File: src/rtl/alu_pkg.sv
// Shared ALU/condition types: condition codes, flag and flag-write indices.
// Imported by cond_check and cond_logic.
package alu_pkg;

  typedef enum logic [3:0] {
    EQ = 4'b0000,
    NE = 4'b0001,
    CS = 4'b0010,
    CC = 4'b0011,
    MI = 4'b0100,
    PL = 4'b0101,
    VS = 4'b0110,
    VC = 4'b0111,
    HI = 4'b1000,
    LS = 4'b1001,
    GE = 4'b1010,
    LT = 4'b1011,
    GT = 4'b1100,
    LE = 4'b1101,
    AL = 4'b1110,
    NV = 4'b1111
  } cond_e;

  localparam int FLAG_N = 3;
  localparam int FLAG_Z = 2;
  localparam int FLAG_C = 1;
  localparam int FLAG_V = 0;

  localparam int FW_NZ = 1;
  localparam int FW_CV = 0;

endpackage

File: src/rtl/cond_check.sv
// Combinational condition evaluator: cond_i vs {N,Z,C,V} -> cond_ex_o.
// Ports: cond_i (condition code), flags_i (NZCV), cond_ex_o (passed).
module cond_check
  import alu_pkg::*;
(
  input  cond_e       cond_i,
  input  logic [3:0]  flags_i,
  output logic        cond_ex_o
);

  logic n, z, c, v;

  assign n = flags_i[FLAG_N];
  assign z = flags_i[FLAG_Z];
  assign c = flags_i[FLAG_C];
  assign v = flags_i[FLAG_V];

  always_comb begin
    cond_ex_o = 1'b0;
    unique case (cond_i)
      EQ: cond_ex_o = z;
      NE: cond_ex_o = ~z;
      CS: cond_ex_o = c;
      CC: cond_ex_o = ~c;
      MI: cond_ex_o = n;
      PL: cond_ex_o = ~n;
      VS: cond_ex_o = v;
      VC: cond_ex_o = ~v;
      HI: cond_ex_o = c & ~z;
      LS: cond_ex_o = ~c | z;
      GE: cond_ex_o = ~(n ^ v);
      LT: cond_ex_o = n ^ v;
      GT: cond_ex_o = ~z & ~(n ^ v);
      LE: cond_ex_o = z | (n ^ v);
      AL: cond_ex_o = 1'b1;
      NV: cond_ex_o = 1'b0;
    endcase
  end

endmodule

File: src/rtl/cond_logic.sv
// NZCV flag register plus condition-gated PC/regfile/memory write strobes.
// Ports: clk, reset_n, en, cond, alu_flags, flag_w, pcs, reg_w, mem_w,
//   no_write in; pc_src, reg_write, mem_write, cond_ex, flags out.
module cond_logic
  import alu_pkg::*;
#(
  parameter logic [3:0] RESET_FLAGS = 4'b0000
) (
  input  logic        clk,
  input  logic        reset_n,
  input  logic        en,
  input  logic [3:0]  cond,
  input  logic [3:0]  alu_flags,
  input  logic [1:0]  flag_w,
  input  logic        pcs,
  input  logic        reg_w,
  input  logic        mem_w,
  input  logic        no_write,
  output logic        pc_src,
  output logic        reg_write,
  output logic        mem_write,
  output logic        cond_ex,
  output logic [3:0]  flags
);

  logic [1:0] nz_q, nz_d;
  logic [1:0] cv_q, cv_d;
  logic       fire;

  assign flags = {nz_q, cv_q};

  // Evaluated against the stored flags only, so an S-suffixed
  // conditional instruction is gated by the pre-instruction flags.
  cond_check u_cond_check (
    .cond_i    (cond_e'(cond)),
    .flags_i   (flags),
    .cond_ex_o (cond_ex)
  );

  assign fire      = en & cond_ex;
  assign pc_src    = fire & pcs;
  assign reg_write = fire & reg_w & ~no_write;
  assign mem_write = fire & mem_w;

  // NZ and CV update independently: logical S-ops keep C and V.
  assign nz_d = (fire & flag_w[FW_NZ]) ? alu_flags[3:2] : nz_q;
  assign cv_d = (fire & flag_w[FW_CV]) ? alu_flags[1:0] : cv_q;

  always_ff @(posedge clk or negedge reset_n) begin
    if (!reset_n) begin
      nz_q <= RESET_FLAGS[3:2];
      cv_q <= RESET_FLAGS[1:0];
    end else begin
      nz_q <= nz_d;
      cv_q <= cv_d;
    end
  end

endmodule

File: config.mk
export PLATFORM = sky130hd
export DESIGN_NAME = cond_logic
export DESIGN_NICKNAME = d
export VERILOG_FILES = /design/src/rtl/alu_pkg.sv /design/src/rtl/cond_check.sv /design/src/rtl/cond_logic.sv
export SDC_FILE = /design/constraint.sdc
export NUM_CORES = 1
export LEC_CHECK = 0
export BUFFER_PORTS_ARGS = -buffer_cell sky130_fd_sc_hd__buf_2
export CORE_MARGIN = 2
export CORE_UTILIZATION = 30
export DETAILED_ROUTE_END_ITERATION = 6
export MAX_ROUTING_LAYER = met4
export PLACE_DENSITY_LB_ADDON = 0.25
export RECOVER_POWER = 25
export SLEW_MARGIN = 20
export SYNTH_ARGS = -nofsm -noshare
export SYNTH_HDL_FRONTEND = slang
export SYNTH_SLANG_ARGS = --single-unit
File: constraint.sdc
create_clock -name clk -period 4.08 [get_ports clk]
set_input_delay 0.612 -clock clk [delete_from_list [all_inputs] [get_ports clk]]
set_output_delay 0.612 -clock clk [all_outputs]
set_load 0.01 [all_outputs]
; After elaboration in Yosys (flattened, before gate mapping)
; Cells that the tools add are included.
[op_classes]
eq_ne = 15
n_reduce_logical = 1
magnitude_cmp = 0
n_bitwise = 18
shifts = 0
mul = 0
muxes = 1
addsub = 0
n_div = 0
[op_table]
columns = op, count
row1 = $eq A4 B4 Y1 const B, 8
row2 = $eq A4 B3 Y1 const B, 4
row3 = $pmux W1 S16, 1
row4 = $and A1 B1 Y1, 9
row5 = $eq A4 B2 Y1 const B, 2
row6 = $not A1 Y1, 6
row7 = $eq A4 B1 Y1 const B, 1
row8 = $logic_not A4 Y1, 1
row9 = $or A1 B1 Y1, 2
row10 = $xor A1 B1 Y1, 1
[totals]
n_memories = 0
elab_cells = 37
regBits = 4
ram_bits = 0
romBits = 0
latch_bits = 0

; Depth between registers and ports, before layout
[logic_depth]
word_depth = 7
depth_mapped = 6
ltp_nobuf = 5

; By module
; A second synthesis with hierarchy kept.
[hier_totals]
hier_cells = 36
area_unflattened_um2 = 335.3
[by_module_without_submodules]
columns = module, cells_each, area_each_um2, instances, seq_area_each_um2
row1 = cond_logic, 13, 180.2, 1, 100.1
row2 = cond_check, 23, 155.1, 1, 0.0

; Worst setup path after synthesis
; No wires, ideal clock.
[synth_timing]
path_type = input -> output
start = input cond[3]
end = output reg_write
path_stages = 6
setup_slack_ps = 1632
n_path_buf = 1
arrival_ps = 1836
cell_sequence = buf_2 or3_1 o311a_1 o2111ai_2 nand3_1 nor3_1
[synth_between]
elab_chain_cells = 5
[synth_lines]
columns = element, line
row1 = start: declaration, cond_logic.sv:12  ; input logic [3:0] cond,
row2 = $eq A4 B4 Y1 (tied with other cells), cond_check.sv:20  ; unique case (cond_i)
row3 = $pmux W1 S16 (*), cond_check.sv:20
row4 = $and A1 B1 Y1 (*), cond_logic.sv:40  ; assign fire = en & cond_ex;
row5 = $and A1 B1 Y1 (*) (2 in a row), cond_logic.sv:42  ; assign reg_write = fire & reg_w & ~no_write;
row6 = end: declaration, cond_logic.sv:20  ; output logic reg_write,
; Mark *: on every way between the ends. The rest lies on a longest branch, timed or not.

; Worst setup path after layout
[layout_timing]
start = input cond[1]
end = output reg_write
; The elaborated chain is that of the path after synthesis.

==> results.md <==
* Status: completed
* Most common cell in the netlist: nand2_1
* Cts bufs inserted at 3
* Core Area at between 1000 and 1500 sq um
* Maximum vdd drop at 0.2710 mV
* Final hold violation count at 0
* Lkg Pwr at 0.2807 nW
* Family with the most delay on the worst path: simple AND/OR/NAND/NOR gates
* Tcrit/Tclk final at 61.96%
* Simple logic cell fraction of the synthesized area at 31.52%
* Complex-gate fraction of the synthesized area at 16.62%
* Post-CTS Resized at 0
* Critical path required time at between 3 and 4 ns
* Worst-Margin Slew at 0.2421 ns
* Global-route wire length before repair at 1683 microns
* Avg WL per Cell at ~11 microns
* Vias in the first global route at 449
* DP HPWL at 797.5 microns
* Clock Path Buffers at 2
* Slowest stage delay, CP at 0.38 ns
* NumNets Final at 93
* Skew-Pair Late Insertion Delay at approximately 0.23 ns
* Die height at 42.15 microns
* Total power at 0.2908 mW
* Reg clk slew, reported paths at 0.04 ns
* CP max FO at 10
* Most common library cells after synthesis: nand2_1 (5), dfrtp_1 (4), mux2_1 (4), xnor2_1 (4), inv_1 (3)
* CP Launch Type: primary input
* Layout filler cell count at 149
* Synth top area share at between 20% and 30%
* Fraction of layout instances using a drive strength above 1 at 41.89%
* Post-Synth Adder-Cell Area at 0%
* CP arrival at 1.92 ns
* Path category of the worst min-delay check: primary input to async pin
* Placed Cells incl. Taps at 86
* Final Slew Violations at 0
* # setup viols final at 0
* CP Cell Sequence: buf_2, or3_1, o311a_1, o2111ai_2, nand3_1, nor3_1, buf_2
* Asr flop ratio synth at 100.0%
* Top Ports at 25
* Root Buffer: clkbuf_4
* Antenna-violating nets left at 0
* Initial DRC count at 3
* Top cell by count, worst path: buf_2
* Top area cells in the synthesized netlist: dfrtp_1 (23%), mux2_1 (10%), xnor2_1 (8.0%), o2111ai_2 (6.9%), nand3_2 (4.6%)
* Setup Buffers After CTS at 0
* Yosys Warn Count at 0
* Mapped cell area at 436.7 sq um
* Register area at between 100 and 150 sq um
* Post-synth EDFFs at 0
* Final worst path period need at 2.528 ns
* Unrepaired setup endpoints after global routing: no
* IO Port Bufs at 24
* Main combinational cell family by area after synthesis: simple AND/OR/NAND/NOR gates
* CTS Sinks at 4
* Final WS setup at 1.552 ns
* Max frequency at 0.3956 GHz
* P per Cell Area at 505.3 nW/um^2
* P&R area growth vs syn at 31.81%
* Synth Register Bits at 4
* Largest net degree at the start of global routing at 11
* Max-Cap Viols at 0
* Slew margin rel. at 83.63%
* Synth Flop Type: dfrtp_1
* Initial Util at between 30% and 40%
* Grt ovf at 0
* Overall die width at 42.15 microns
* Gr usage total at 12.39%
* Worst path buffer plus inverter count at 2
* Worst slack, placed at 1.539 ns
* XOR/XNOR share of the synthesized area at 8.023%
* Sequential area share after synthesis at 22.92%
* # DRC at 0
* Worst path slowest cell: or3_1
* H-tree Lvls at 1
* Setup_tns at 0 ns
* GP Congestion at 0.7982
* Crit. End Element: primary output
* # rows at 13
* Mux cell area share after synthesis at 12.61%
* Clk_skew at 0.0008978 ns
* Multi-input combinational cell area at approximately 300 sq um
* DR pass1 iterations at 4
* Synth area leader: dfrtp_1
* Antenna diode count at 0
* DIE AREA at 1777 sq um
* CP Class: primary input to primary output
* CTS tree: done
* Vias at about 440
* Initial antenna violation count at 0
* Syn Area/Cell at 8.733 sq um
* Cts hold-fix bufs at 0
* Final std cells w/o fill at between 80 and 90
* WL final at approximately 960 microns
* Final Util at 43.15%
* Cells after Synth at 50
* Vias/cell at 4.978
* Syn Nets at 67
* Yosys cell types at 28
[cells by family (layout without fill, tap and decap cells)]
kind of cell	count (synthesis)	in the layout
buffers and inverters	7	31
DFF	4	4
and+or+nand+nor	22	22
AOI/OAI and AO/OA	8	8
xor gates and xnor gates	4	4
muxes	5	5
[sequential cells by signal (all words and copies together), names as in the netlist]
register  cells
nz_q          2
cv_q          2
[metal layers]
layer | GRT usage, % | routed length, microns | vias to the layer above
met4 | 7.500 | 0 | 0
met1 | 12.69 | 442 | 200
met3 | 1.724 | 41 | 0
met5 | - | 0 | -
met2 | 22.19 | 479 | 11
li1 | - | - | 232
[cells in the final DEF, fill, tap and decap left out, types with 2 or more instances in the layout]
cell	Yosys	routed
dfrtp_1	4	4
nand2_1	5	5
and3b_1	2	2
o2111ai_2	2	2
xnor2_1	4	4
nor3_1	2	2
nor2_1	2	2
buf_2	2	23
nand3_2	2	2
inv_1	3	3
mux2_1	4	4
clkbuf_4	0	3
and3_1	2	2
[final cells by class]
| cell class | count | area share, % |
|---|---|---|
| flip-flops and latches | 4 | 17.39 |
| well taps | 15 | 3.261 |
| repair buffers | 24 | 20.65 |
| clock buffers | 3 | 3.913 |
| multi-input cells | 39 | 52.17 |
| inverters | 4 | 2.609 |
[metrics by stage]
step	hold slack (ns)	instance area, sq um
after floorplan	0.3164	436.7
after global placement	0.4210	554.3
after detailed placement	0.4209	554.3
after CTS	0.1718	576.8
after global routing	0.2091	575.6
final	0.2079	575.6
[worst register-to-register path, cell delays in order (launching register included)]
cell       delay, ns
dfrtp_1         0.45
or2b_1          0.25
a211o_1         0.27
o2111ai_2       0.12
nand3_2         0.13
mux2_1          0.32
[power breakdown]
group,leakage (nW),switching [mW],internal (mW)
clock network,0.0138,0.0145,0.0328
logic,0.220,0.0702,0.0791
registers,0.0468,0.0346,0.0595
[path summary, 6_finish.rpt]
check / from / to / slack [ns] / cells after the start
setup reg to reg: cv_q[0]$_DFFE_PN0P_ / nz_q[1]$_DFFE_PN0P_ / 2.41 / 5
hold reg to reg: cv_q[1]$_DFFE_PN0P_ / cv_q[1]$_DFFE_PN0P_ / 0.56 / 1
min in group clk: cv_q[1]$_DFFE_PN0P_ / cv_q[1]$_DFFE_PN0P_ / 0.56 / 1
setup / recovery: cond[1] / reg_write / 1.55 / 7
max in group asynchronous: reset_n / nz_q[1]$_DFFE_PN0P_ / 3.68 / 1
hold / removal: reset_n / cv_q[0]$_DFFE_PN0P_ / 0.21 / 1
Note: power is estimated with default switching activity, not from simulation.
